==> src/rtl/example_ctrl_pkg.sv <==
// Shared definitions for the example register access controller:
// FSM state encoding and the mask of registers that have no reset value.
package example_ctrl_pkg;

    typedef enum logic [1:0] {
        IDLE   = 2'd0,
        ACCESS = 2'd1,
        RESP   = 2'd2
    } state_e;

    // Bit n set: register n has no reset value and tracks a written flag.
    localparam logic [7:0] UNRESET_MASK = 8'b0110_0000;

endpackage

==> src/rtl/example_sv_pkg.sv <==
// Register-bank description for the "example" bank: addresses, field layout
// and the access functions (reset, read, write) used by the access controller.
//   read_example  : register contents + address -> zero-extended read data
//   write_example : write data + address + contents -> updated contents
//   reset_example : reset contents (reg5/reg6 have no reset value; callers keep them)
package example_sv_pkg;

    localparam int unsigned ADDR_WIDTH = 3;
    localparam int unsigned DATA_WIDTH = 32;
    localparam int unsigned REG2_WIDTH = 6;
    localparam int unsigned REG7_WIDTH = 12;

    localparam logic [ADDR_WIDTH-1:0] REG0_ADDR = 3'd0;
    localparam logic [ADDR_WIDTH-1:0] REG1_ADDR = 3'd1;
    localparam logic [ADDR_WIDTH-1:0] REG2_ADDR = 3'd2;
    localparam logic [ADDR_WIDTH-1:0] REG3_ADDR = 3'd3;
    localparam logic [ADDR_WIDTH-1:0] REG4_ADDR = 3'd4;
    localparam logic [ADDR_WIDTH-1:0] REG5_ADDR = 3'd5;
    localparam logic [ADDR_WIDTH-1:0] REG6_ADDR = 3'd6;
    localparam logic [ADDR_WIDTH-1:0] REG7_ADDR = 3'd7;

    typedef struct packed {
        logic [3:0] nibble2;
        logic [3:0] nibble1;
        logic [3:0] nibble0;
    } reg7_t;

    typedef struct packed {
        reg7_t                 reg7;
        logic [DATA_WIDTH-1:0] reg6;
        logic [DATA_WIDTH-1:0] reg5;
        logic [DATA_WIDTH-1:0] reg4;
        logic [DATA_WIDTH-1:0] reg3;
        logic [REG2_WIDTH-1:0] reg2;
        logic [DATA_WIDTH-1:0] reg1;
        logic [DATA_WIDTH-1:0] reg0;
    } example_struct_type;

    // Reset image of the bank; reg5/reg6 are don't-care here.
    function automatic example_struct_type reset_example();
        example_struct_type r;
        r      = '0;
        r.reg1 = 32'h0000_0001;
        r.reg3 = 32'h0000_0001;
        r.reg4 = 32'h0000_000C;
        return r;
    endfunction

    // Narrow registers are zero-extended onto the data bus.
    function automatic logic [DATA_WIDTH-1:0] read_example(
        input example_struct_type    regs,
        input logic [ADDR_WIDTH-1:0] addr
    );
        logic [DATA_WIDTH-1:0] rdata;
        rdata = '0;
        case (addr)
            REG0_ADDR: rdata = regs.reg0;
            REG1_ADDR: rdata = regs.reg1;
            REG2_ADDR: rdata = DATA_WIDTH'(regs.reg2);
            REG3_ADDR: rdata = regs.reg3;
            REG4_ADDR: rdata = regs.reg4;
            REG5_ADDR: rdata = regs.reg5;
            REG6_ADDR: rdata = regs.reg6;
            REG7_ADDR: rdata = DATA_WIDTH'(regs.reg7);
            default:   rdata = '0;
        endcase
        return rdata;
    endfunction

    // Narrow registers take the low bits of the write data.
    function automatic example_struct_type write_example(
        input logic [DATA_WIDTH-1:0] wdata,
        input logic [ADDR_WIDTH-1:0] addr,
        input example_struct_type    regs
    );
        example_struct_type w;
        w = regs;
        case (addr)
            REG0_ADDR: w.reg0 = wdata;
            REG1_ADDR: w.reg1 = wdata;
            REG2_ADDR: w.reg2 = wdata[REG2_WIDTH-1:0];
            REG3_ADDR: w.reg3 = wdata;
            REG4_ADDR: w.reg4 = wdata;
            REG5_ADDR: w.reg5 = wdata;
            REG6_ADDR: w.reg6 = wdata;
            REG7_ADDR: w.reg7 = reg7_t'(wdata[REG7_WIDTH-1:0]);
            default:   w      = regs;
        endcase
        return w;
    endfunction

endpackage

==> src/rtl/example_rr_arbiter.sv <==
// Combinational round-robin pick: first valid requester at or after ptr, wrapping.
//   valid       in   NUM_REQ   request valid vector
//   ptr         in   IDX_W     highest-priority requester
//   winner_c    out  IDX_W     selected requester (meaningful when any_valid_c)
//   any_valid_c out  1         at least one valid request
module example_rr_arbiter #(
    parameter int unsigned NUM_REQ = 2,
    localparam int unsigned IDX_W  = (NUM_REQ > 1) ? $clog2(NUM_REQ) : 1
) (
    input  logic [NUM_REQ-1:0] valid,
    input  logic [IDX_W-1:0]   ptr,
    output logic [IDX_W-1:0]   winner_c,
    output logic               any_valid_c
);

    // Scan NUM_REQ positions starting at ptr; first hit wins.
    always_comb begin
        int unsigned idx;
        winner_c    = '0;
        any_valid_c = 1'b0;
        for (int unsigned i = 0; i < NUM_REQ; i++) begin
            idx = 32'(ptr) + i;
            if (idx >= NUM_REQ) begin
                idx = idx - NUM_REQ;
            end
            if (!any_valid_c && valid[idx]) begin
                winner_c    = IDX_W'(idx);
                any_valid_c = 1'b1;
            end
        end
    end

endmodule

==> src/rtl/example_reg_ctrl.sv <==
// Multi-requester access controller for the "example" register bank.
// Owns the register storage and serialises round-robin arbitrated
// read/write requests, one transaction every three cycles (IDLE/ACCESS/RESP).
//   clk, reset_n  clock, synchronous active-low reset
//   req_valid/req_we/req_addr/req_wdata  per-requester request
//   req_ready     one-hot accept pulse (ACCESS cycle)
//   rsp_valid     one-hot response pulse (RESP cycle)
//   rsp_rdata     read data (0 for writes), held outside RESP
//   rsp_err       read of an unreset register not yet written
//   regs_o        current register contents
module example_reg_ctrl
    import example_sv_pkg::*;
    import example_ctrl_pkg::*;
#(
    parameter int unsigned NUM_REQ      = 2,
    parameter int unsigned RR_RESET_PTR = 0
) (
    input  logic                                   clk,
    input  logic                                   reset_n,
    input  logic [NUM_REQ-1:0]                     req_valid,
    input  logic [NUM_REQ-1:0]                     req_we,
    input  logic [NUM_REQ-1:0][ADDR_WIDTH-1:0]     req_addr,
    input  logic [NUM_REQ-1:0][DATA_WIDTH-1:0]     req_wdata,
    output logic [NUM_REQ-1:0]                     req_ready,
    output logic [NUM_REQ-1:0]                     rsp_valid,
    output logic [DATA_WIDTH-1:0]                  rsp_rdata,
    output logic                                   rsp_err,
    output example_struct_type                     regs_o
);

    localparam int unsigned IDX_W = (NUM_REQ > 1) ? $clog2(NUM_REQ) : 1;

    state_e                  state_q, state_d;
    logic [IDX_W-1:0]        rr_ptr_q, rr_ptr_d;
    logic [IDX_W-1:0]        win_q, win_d;
    logic                    we_q, we_d;
    logic [ADDR_WIDTH-1:0]   addr_q, addr_d;
    logic [DATA_WIDTH-1:0]   wdata_q, wdata_d;
    logic [NUM_REQ-1:0]      req_ready_q, req_ready_d;
    logic [NUM_REQ-1:0]      rsp_valid_q, rsp_valid_d;
    logic [DATA_WIDTH-1:0]   rsp_rdata_q, rsp_rdata_d;
    logic                    rsp_err_q, rsp_err_d;
    example_struct_type      regs_q, regs_d, regs_rst_c;
    logic [7:0]              written_q, written_d;

    logic [IDX_W-1:0]        winner_c;
    logic                    any_valid_c;

    example_rr_arbiter #(
        .NUM_REQ (NUM_REQ)
    ) u_arb (
        .valid       (req_valid),
        .ptr         (rr_ptr_q),
        .winner_c    (winner_c),
        .any_valid_c (any_valid_c)
    );

    // State register.
    always_ff @(posedge clk) begin
        if (!reset_n) begin
            state_q <= IDLE;
        end else begin
            state_q <= state_d;
        end
    end

    // Next-state logic.
    always_comb begin
        state_d = state_q;
        case (state_q)
            IDLE:    if (any_valid_c) state_d = ACCESS;
            ACCESS:  state_d = RESP;
            RESP:    state_d = IDLE;
            default: state_d = IDLE;
        endcase
    end

    // Output / datapath next values. Handshake outputs are computed one state
    // early so the registered pulses land in ACCESS and RESP respectively.
    always_comb begin
        rr_ptr_d    = rr_ptr_q;
        win_d       = win_q;
        we_d        = we_q;
        addr_d      = addr_q;
        wdata_d     = wdata_q;
        req_ready_d = '0;
        rsp_valid_d = '0;
        rsp_rdata_d = rsp_rdata_q;
        rsp_err_d   = rsp_err_q;
        regs_d      = regs_q;
        written_d   = written_q;
        case (state_q)
            IDLE: begin
                if (any_valid_c) begin
                    win_d                 = winner_c;
                    we_d                  = req_we[winner_c];
                    addr_d                = req_addr[winner_c];
                    wdata_d               = req_wdata[winner_c];
                    req_ready_d[winner_c] = 1'b1;
                end
            end
            ACCESS: begin
                rsp_valid_d[win_q] = 1'b1;
                if (we_q) begin
                    regs_d            = write_example(wdata_q, addr_q, regs_q);
                    written_d[addr_q] = written_q[addr_q] | UNRESET_MASK[addr_q];
                    rsp_rdata_d       = '0;
                    rsp_err_d         = 1'b0;
                end else begin
                    rsp_rdata_d = read_example(regs_q, addr_q);
                    rsp_err_d   = UNRESET_MASK[addr_q] & ~written_q[addr_q];
                end
            end
            RESP: begin
                if (32'(win_q) + 32'd1 >= NUM_REQ) begin
                    rr_ptr_d = '0;
                end else begin
                    rr_ptr_d = win_q + IDX_W'(1);
                end
            end
            default: begin
                req_ready_d = '0;
            end
        endcase
    end

    // Reset image keeps the unreset registers' current contents.
    always_comb begin
        regs_rst_c      = reset_example();
        regs_rst_c.reg5 = regs_q.reg5;
        regs_rst_c.reg6 = regs_q.reg6;
    end

    // Datapath and output registers.
    always_ff @(posedge clk) begin
        if (!reset_n) begin
            rr_ptr_q    <= IDX_W'(RR_RESET_PTR);
            win_q       <= '0;
            we_q        <= 1'b0;
            addr_q      <= '0;
            wdata_q     <= '0;
            req_ready_q <= '0;
            rsp_valid_q <= '0;
            rsp_rdata_q <= '0;
            rsp_err_q   <= 1'b0;
            regs_q      <= regs_rst_c;
            written_q   <= '0;
        end else begin
            rr_ptr_q    <= rr_ptr_d;
            win_q       <= win_d;
            we_q        <= we_d;
            addr_q      <= addr_d;
            wdata_q     <= wdata_d;
            req_ready_q <= req_ready_d;
            rsp_valid_q <= rsp_valid_d;
            rsp_rdata_q <= rsp_rdata_d;
            rsp_err_q   <= rsp_err_d;
            regs_q      <= regs_d;
            written_q   <= written_d;
        end
    end

    assign req_ready = req_ready_q;
    assign rsp_valid = rsp_valid_q;
    assign rsp_rdata = rsp_rdata_q;
    assign rsp_err   = rsp_err_q;
    assign regs_o    = regs_q;

endmodule

==> config.mk <==
export PLATFORM = sky130hd
export DESIGN_NAME = example_reg_ctrl
export DESIGN_NICKNAME = d
export VERILOG_FILES = /design/src/rtl/example_ctrl_pkg.sv /design/src/rtl/example_sv_pkg.sv /design/src/rtl/example_rr_arbiter.sv /design/src/rtl/example_reg_ctrl.sv
export SDC_FILE = /design/constraint.sdc
export NUM_CORES = 1
export LEC_CHECK = 0
export BUFFER_PORTS_ARGS = -buffer_cell sky130_fd_sc_hd__buf_2
export CAP_MARGIN = 20
export CORE_ASPECT_RATIO = 1.1
export CORE_MARGIN = 2
export CORE_UTILIZATION = 25
export DETAILED_ROUTE_END_ITERATION = 10
export GPL_TIMING_DRIVEN = 0
export PLACE_DENSITY = 0.56
export SLEW_MARGIN = 20
export SYNTH_ARGS = -nofsm -noshare
export SYNTH_HDL_FRONTEND = slang
export SYNTH_SLANG_ARGS = --single-unit
==> constraint.sdc <==
create_clock -name clk -period 4.9 [get_ports clk]
set_input_delay 0.98 -clock clk [delete_from_list [all_inputs] [get_ports clk]]
set_output_delay 0.98 -clock clk [all_outputs]
set_load 0.01 [all_outputs]
==> results of run 1 <==
## registers in the layout, summed over array words and instances, names as in the netlist, named ones only
| name | cells |
|---|---|
| addr_q | 3 |
| regs_o | 210 |
| req_ready | 2 |
| rr_ptr_q | 1 |
| rsp_err | 1 |
| rsp_rdata | 32 |
| rsp_valid | 2 |
| state_q | 2 |
| wdata_q | 32 |
| we_q | 1 |
| win_q | 1 |
| written_q | 8 |
## synth_stat cells, types with 2 or more instances
cell       number  area, um^2
a31oi_1         5        31.3
mux4_2          8         180
a221o_1        11         110
inv_1          18        67.6
and2_1          4        25.0
buf_2          34         170
o2bb2ai_1       3        26.3
a211oi_1        6        45.0
or3_1           2        12.5
nor2_1         93         349
o211a_1         9        90.1
o211ai_1       11        82.6
o21a_1          3        22.5
o22ai_1         3        18.8
nor2b_1         6        37.5
mux2i_1        33         330
clkbuf_1       66         248
a21boi_0        3        22.5
edfxtp_1       64        1920
a21oi_1       150         751
nand2_1       345        1290
o21ai_0        58         290
a311oi_1       34         298
buf_1           7        26.3
nor3_1          6        30.0
and3_1          4        25.0
buf_4           2        15.0
nor4_2          2        25.0
dfxtp_1       232        4640
buf_6           4        45.0
a22o_1          9        78.8
o21ai_1         5        25.0
a221oi_1       21         184
nor3_2          2        20.0
nand3_1        47         235
a22oi_1        11        82.6
## cell type report
type                            count  area [um^2]
Buffer                            113          504
Clock buffer                       41          928
Clock inverter                     21          234
Fill cell                        5120        31900
Inverter                           19         71.3
Multi-Input combinational cell    906         4820
Sequential cell                   296         6570
Tap cell                          645          807
Timing Repair Buffer              329         1680
## logic make-up after synthesis
kind of cell / share of synthesized area
and+or+nand+nor: 0.177
AOI/OAI and AO/OA: 0.182
muxes: 0.0427
DFF: 0.549
buffers and inverters: 0.0481
xor gates and xnor gates: 0.000733
## power by group
| part | leakage (nW) | total, mW | internal (mW) | switching [mW] |
|---|---|---|---|---|
| Combinational | 3.12 | 0.695 | 0.220 | 0.475 |
| Sequential | 2.46 | 2.67 | 2.56 | 0.110 |
| Clock | 0.570 | 2.68 | 1.62 | 1.06 |
| Total | 6.16 | 6.05 | 4.40 | 1.64 |
## critical path: stages (launching register included)
cell	delay, ps
dfxtp_1	340
inv_1	120
clkbuf_1	390
clkbuf_1	530
nor4_2	890
buf_2	360
buf_4	200
## through the flow
| stage | std cells | worst slack (ps) | area (um^2) | util |
|---|---|---|---|---|
| after CTS | 2370 | 1810 | 15600 | 0.329 |
| after floorplan | 1334 | 52.7 | 12000 | - |
| after detailed placement | 2308 | 1580 | 14400 | 0.304 |
| after global placement | 2301 | -3820 | 14400 | 0.303 |
| after global routing | 2370 | 1640 | 15600 | 0.329 |
| final | 2370 | 1770 | 15600 | 0.329 |
## final timing paths
kind | from | end | slack (ps)
min | rsp_rdata[30] | rsp_rdata[30] | 450
max | addr_q[1] | regs_o[191] | 1770
max reg2reg | addr_q[1] | regs_o[191] | 1770
min reg2reg | rsp_rdata[30] | rsp_rdata[30] | 450
## layer usage
| layer | vias up | part of all wire | global-route usage |
|---|---|---|---|
| met5 | - | 0 | 0 |
| met4 | 0 | 0.040 | 0.0874 |
| met3 | 108 | 0.087 | 0.0518 |
| met2 | 552 | 0.46 | 0.351 |
| met1 | 5487 | 0.41 | 0.271 |
| li1 | 5403 | - | - |
==> run_summary.xml, run 1 <==
<?xml version="1.0" encoding="UTF-8"?>
<metrics>
  <group name="power_and_ir_drop">
    <metric name="finalPower" unit="mW">6.05</metric>
    <metric name="cellLeakagePower" unit="nW">6.16</metric>
    <metric name="power.ir.vdd_worst" unit="uV">177</metric>
    <metric name="power.density" unit="nW/um^2">387</metric>
  </group>
  <group name="hold_path">
    <metric name="hold-path-cell-count" unit="">2</metric>
    <metric name="hold_class" unit="">flop to flop</metric>
  </group>
  <group name="clock_network">
    <metric name="htree_num_levels" unit="">2</metric>
    <metric name="cts_tree" unit="">done</metric>
    <metric name="tritoncts.num_buffers" unit="">35</metric>
    <metric name="cts_hold_repair.buffers" unit="">0</metric>
    <metric name="clock_latency" unit="ps">530</metric>
    <metric name="post_cts.repair.setup_buffers" unit="">0</metric>
    <metric name="root_buffer" unit="">clkbuf_16</metric>
    <metric name="tritoncts_num_sinks" unit="">296</metric>
    <metric name="clk_transition_reported_paths" unit="ps">60</metric>
    <metric name="clk_path_buf_depth" unit="">3</metric>
    <metric name="cts_resized" unit="">0</metric>
  </group>
  <group name="sta">
    <metric name="layout_worst_path_cycle_share" unit="">0.638</metric>
    <metric name="timing.final.max_slew_violations" unit="">0</metric>
    <metric name="tightest_slew" unit="ps">1000</metric>
    <metric name="period_needed" unit="ps">3130</metric>
    <metric name="max_freq" unit="MHz">320</metric>
    <metric name="tns" unit="ps">0</metric>
    <metric name="fin_skew" unit="ps">31.5</metric>
    <metric name="rsz_0062_raised_after_global_routing" unit="">false</metric>
    <metric name="final-setup-viol-count" unit="">0</metric>
    <metric name="worst_hold_slack" unit="ps">449</metric>
    <metric name="max_slew_margin" unit="">0.331</metric>
    <metric name="hold_viol" unit="">0</metric>
  </group>
  <group name="critical_path">
    <metric name="cp-start-kind" unit="">flop</metric>
    <metric name="critical_path_peak_fanout" unit="">10</metric>
    <metric name="critical_path_type" unit="">flop to flop</metric>
    <metric name="rr_worst_depth" unit="">6</metric>
    <metric name="crit_required" unit="ps">5130</metric>
    <metric name="endpoint_kind" unit="">flop</metric>
    <metric name="cp_data_arrival_time" unit="ps">3360</metric>
  </group>
  <group name="synth">
    <metric name="syn-cell-area" unit="um^2">12000</metric>
    <metric name="synthArstFlopShare" unit="">0</metric>
    <metric name="synth_cell_types" unit="">49</metric>
    <metric name="synth-warning-count" unit="">0</metric>
    <metric name="synth_sequential_area_ratio" unit="">0.549</metric>
    <metric name="postSynthCellCount" unit="">1334</metric>
    <metric name="ys_ff_latch" unit="">296</metric>
    <metric name="synth_area_per_inst" unit="um^2">8.96</metric>
    <metric name="mappedNetlistNets" unit="">1410</metric>
    <metric name="synthFlopType" unit="">dfxtp_1</metric>
    <metric name="synth_enable_flop_cells" unit="">64</metric>
  </group>
  <group name="floorplanning">
    <metric name="start_util" unit="">0.252</metric>
    <metric name="die_area" unit="um^2">49600</metric>
    <metric name="floorplan.die.width" unit="um">213</metric>
    <metric name="core_region_area" unit="um^2">47500</metric>
    <metric name="die_h" unit="um">233</metric>
    <metric name="num_io_pins" unit="">323</metric>
    <metric name="core.rowCount" unit="">84</metric>
  </group>
  <group name="detailed_routing">
    <metric name="detail_route.first_pass.iterations" unit="">5</metric>
    <metric name="route.detailed.vias_per_inst" unit="">4.87</metric>
    <metric name="wire_per_inst" unit="um">23.2</metric>
    <metric name="drtIter0Drc" unit="">1013</metric>
    <metric name="postRouteWirelength" unit="um">54900</metric>
    <metric name="vias" unit="">11550</metric>
    <metric name="route.antenna.remaining_nets" unit="">0</metric>
    <metric name="detail_route.drc_violations" unit="">0</metric>
  </group>
  <group name="final_layout">
    <metric name="finish.net_count" unit="">1776</metric>
    <metric name="post_route_cells_drive_above_1_share" unit="">0.253</metric>
    <metric name="synthToLayoutAreaGrowth" unit="%">30.6</metric>
    <metric name="antenna_cells" unit="">0</metric>
    <metric name="mostFrequentLayoutCells" unit="">buf_2, nand2_1, dfxtp_1</metric>
    <metric name="commonest_non_fill_non_tap_cell_in_the_layout" unit="">buf_2</metric>
  </group>
  <group name="placed_design">
    <metric name="routabilityCongestion" unit="">0.854</metric>
    <metric name="placement.io_buffers" unit="">322</metric>
    <metric name="detailedPlacementHpwl" unit="um">41400</metric>
  </group>
  <group name="status">
    <metric name="status" unit="">completed</metric>
  </group>
  <group name="global_routing">
    <metric name="grt_overflow_total" unit="">0</metric>
    <metric name="grt_pass1_vias" unit="">11058</metric>
    <metric name="grt.total_usage" unit="">0.215</metric>
    <metric name="grt_pass1_wl" unit="um">76200</metric>
    <metric name="antenna_found_initial" unit="">0</metric>
    <metric name="grt_start_max_net_pins" unit="">21</metric>
  </group>
  <group name="flow_run">
    <metric name="max_cap_violations" unit="">0</metric>
  </group>
</metrics>
Note: power is estimated with default switching activity, not from simulation.
==> run 2: changes to the inputs <==
--- a/config.mk
+++ b/config.mk
@@ -12,7 +12,7 @@
 export CORE_UTILIZATION = 25
 export DETAILED_ROUTE_END_ITERATION = 10
 export GPL_TIMING_DRIVEN = 0
-export PLACE_DENSITY = 0.56
+export PLACE_DENSITY = 0.54
 export SLEW_MARGIN = 20
 export SYNTH_ARGS = -nofsm -noshare
 export SYNTH_HDL_FRONTEND = slang
==> constraint.sdc (replaced) <==
create_clock -name clk -period 3.3 [get_ports clk]
set_input_delay 0.66 -clock clk [delete_from_list [all_inputs] [get_ports clk]]
set_output_delay 0.66 -clock clk [all_outputs]
set_load 0.01 [all_outputs]
==> run_summary.xml, run 2 (same netlist as run 1, synthesis figures left out) <==
<?xml version="1.0" encoding="UTF-8"?>
<metrics>
  <group name="status">
    <metric name="status" unit="">completed</metric>
  </group>
  <group name="final_layout">
    <metric name="fillerInstances" unit="">5121</metric>
    <metric name="mostFrequentLayoutCells" unit="">buf_2, nand2_1, dfxtp_1</metric>
    <metric name="finish.instance_area" unit="um^2">15600</metric>
    <metric name="antenna_cells" unit="">0</metric>
    <metric name="finish.net_count" unit="">1775</metric>
    <metric name="final_core_util" unit="">0.329</metric>
    <metric name="synthToLayoutAreaGrowth" unit="%">30.9</metric>
    <metric name="commonest_non_fill_non_tap_cell_in_the_layout" unit="">buf_2</metric>
    <metric name="flip_flop_count_of_the_largest_register_all_copies_and_words_added" unit="">210</metric>
    <metric name="post_route_cells_drive_above_1_share" unit="">0.252</metric>
  </group>
  <group name="clock_network">
    <metric name="htree_num_levels" unit="">2</metric>
    <metric name="tritoncts.num_buffers" unit="">35</metric>
    <metric name="cts_hold_repair.buffers" unit="">0</metric>
    <metric name="tritoncts_num_sinks" unit="">296</metric>
    <metric name="post_cts.repair.setup_buffers" unit="">0</metric>
    <metric name="root_buffer" unit="">clkbuf_16</metric>
    <metric name="clk_transition_reported_paths" unit="ps">60</metric>
    <metric name="cts_resized" unit="">0</metric>
    <metric name="cts_tree" unit="">done</metric>
    <metric name="clock_latency" unit="ps">540</metric>
    <metric name="clk_path_buf_depth" unit="">3</metric>
  </group>
  <group name="global_routing">
    <metric name="antenna_found_initial" unit="">0</metric>
    <metric name="grt_pass1_vias" unit="">10958</metric>
    <metric name="grt_pass1_wl" unit="um">77200</metric>
    <metric name="grt_start_max_net_pins" unit="">14</metric>
    <metric name="grt_overflow_total" unit="">0</metric>
    <metric name="grt.total_usage" unit="">0.218</metric>
  </group>
  <group name="detailed_routing">
    <metric name="postRouteWirelength" unit="um">55900</metric>
    <metric name="detail_route.first_pass.iterations" unit="">5</metric>
    <metric name="vias" unit="">11549</metric>
    <metric name="drtIter0Drc" unit="">894</metric>
    <metric name="route.detailed.vias_per_inst" unit="">4.87</metric>
    <metric name="route.antenna.remaining_nets" unit="">0</metric>
    <metric name="detail_route.drc_violations" unit="">0</metric>
    <metric name="wire_per_inst" unit="um">23.6</metric>
  </group>
  <group name="placed_design">
    <metric name="placement.io_buffers" unit="">322</metric>
    <metric name="detailedPlacementHpwl" unit="um">41900</metric>
    <metric name="routabilityCongestion" unit="">0.849</metric>
    <metric name="placed_area" unit="um^2">14500</metric>
  </group>
  <group name="floorplanning">
    <metric name="core_region_area" unit="um^2">47500</metric>
    <metric name="floorplan.die.width" unit="um">213</metric>
    <metric name="core.rowCount" unit="">84</metric>
    <metric name="start_util" unit="">0.252</metric>
    <metric name="die_h" unit="um">233</metric>
    <metric name="die_area" unit="um^2">49600</metric>
    <metric name="num_io_pins" unit="">323</metric>
  </group>
  <group name="sta">
    <metric name="worst_hold_slack" unit="ps">387</metric>
    <metric name="layout_worst_path_cycle_share" unit="">0.894</metric>
    <metric name="tightest_slew" unit="ps">1050</metric>
    <metric name="timing.final.max_slew_violations" unit="">0</metric>
    <metric name="rsz_0062_raised_after_global_routing" unit="">false</metric>
    <metric name="max_slew_margin" unit="">0.299</metric>
    <metric name="fin_skew" unit="ps">16.1</metric>
    <metric name="final-setup-viol-count" unit="">0</metric>
    <metric name="hold_viol" unit="">0</metric>
    <metric name="period_needed" unit="ps">2950</metric>
    <metric name="max_freq" unit="MHz">339</metric>
  </group>
  <group name="critical_path">
    <metric name="endpoint_kind" unit="">flop</metric>
    <metric name="worst_path_most_repeated_cell" unit="">clkbuf_1</metric>
    <metric name="worstPathCellList" unit="">inv_1, clkbuf_1, clkbuf_1, nor4_4, buf_8, buf_6</metric>
    <metric name="worstReg2RegEnd" unit="">regs_o[176]</metric>
    <metric name="critPathSlowestCell" unit="">nor4_4</metric>
    <metric name="slowest_stage_delay_cp" unit="ps">890</metric>
    <metric name="crit_required" unit="ps">3550</metric>
    <metric name="cp-start-kind" unit="">flop</metric>
    <metric name="cp_data_arrival_time" unit="ps">3200</metric>
    <metric name="crit_buf_inv" unit="">5</metric>
    <metric name="worst_path_dominant_cell_family" unit="">buffers and inverters</metric>
    <metric name="r2r-start" unit="">addr_q[1]</metric>
    <metric name="critical_path_type" unit="">flop to flop</metric>
    <metric name="critical_path_peak_fanout" unit="">10</metric>
    <metric name="regToRegSetupSlack" unit="ps">350</metric>
    <metric name="rr_worst_depth" unit="">6</metric>
  </group>
  <group name="flow_run">
    <metric name="max_cap_violations" unit="">0</metric>
  </group>
  <group name="power_and_ir_drop">
    <metric name="netSwitchingFraction" unit="">0.275</metric>
    <metric name="power.share.clock" unit="">0.442</metric>
    <metric name="cellLeakagePower" unit="nW">6.15</metric>
    <metric name="power.density" unit="nW/um^2">573</metric>
    <metric name="share_seq_of_total_power" unit="">0.443</metric>
    <metric name="pwr-share-comb" unit="">0.116</metric>
    <metric name="p_int" unit="mW">6.50</metric>
    <metric name="power.ir.vdd_worst" unit="uV">268</metric>
    <metric name="power_switching" unit="mW">2.47</metric>
  </group>
  <group name="hold_path">
    <metric name="worst_hold_startpoint" unit="">req_wdata[14]</metric>
    <metric name="hold-path-cell-count" unit="">3</metric>
    <metric name="sink_of_the_worst_hold_path" unit="">wdata_q[14]</metric>
    <metric name="hold_class" unit="">primary input to flop</metric>
  </group>
</metrics>
[run 2: area by class of cell]
type | instances | area [um^2] | area share
buffer | 113 | 504 | 0.0322
clock buffer | 52 | 1010 | 0.0647
clock inverter | 11 | 141 | 0.00904
inverter | 19 | 71.3 | 0.00456
multi-input combinational | 906 | 4830 | 0.309
sequential | 296 | 6570 | 0.420
tap | 645 | 807 | 0.0516
timing repair buffer | 328 | 1720 | 0.110
[run 2: how the worst max path moves through the flow]
stage	from	end	slack, ps	cells after the start
finish	addr_q[1]	regs_o[176]	350	6
global route	addr_q[1]	regs_o[176]	220	6
CTS	addr_q[1]	regs_o[174]	320	6
detailed placement	addr_q[1]	regs_o[176]	360	6
global placement	addr_q[1]	regs_o[190]	-930	4
floorplan	addr_q[0]	regs_o[166]	720	5
[run 2: power groups by stage]
stage	clock network [mW]	logic (mW)	registers, mW
global route	4.16	1.12	3.98
finish	3.96	1.04	3.97
global placement	0	1.02	4.04
detailed placement	0	1.04	4.05
CTS	4.03	1.04	3.97
floorplan	0	0.579	3.98
[run 2: metrics by stage]
stage          setup WS [ps]  instances  setup TNS, ps  power, mW
4_1_cts                  319       2370              0       9.03
3_5_place_dp             362       2307              0       5.08
3_3_place_gp            -934       2301         -40590       5.07
2_1_floorplan            720       1334              0       4.56
5_1_grt                  224       2370              0       9.26
6_report                 351       2370              0       8.97
[run 2: worst register-to-register path: cells and delay by family, from the launching register on]
kind,cells,cell delay (ps)
flops,1,350
simple gates,1,900
buf+inv,5,1410
[run 2: routing by layer]
metal  wire, um  track usage  up-vias
met3       4980       0.0570       84
met4       1940       0.0793        0
li1           -            -     5407
met1      23000        0.276     5537
met5          0            0        -
met2      25900        0.356      521
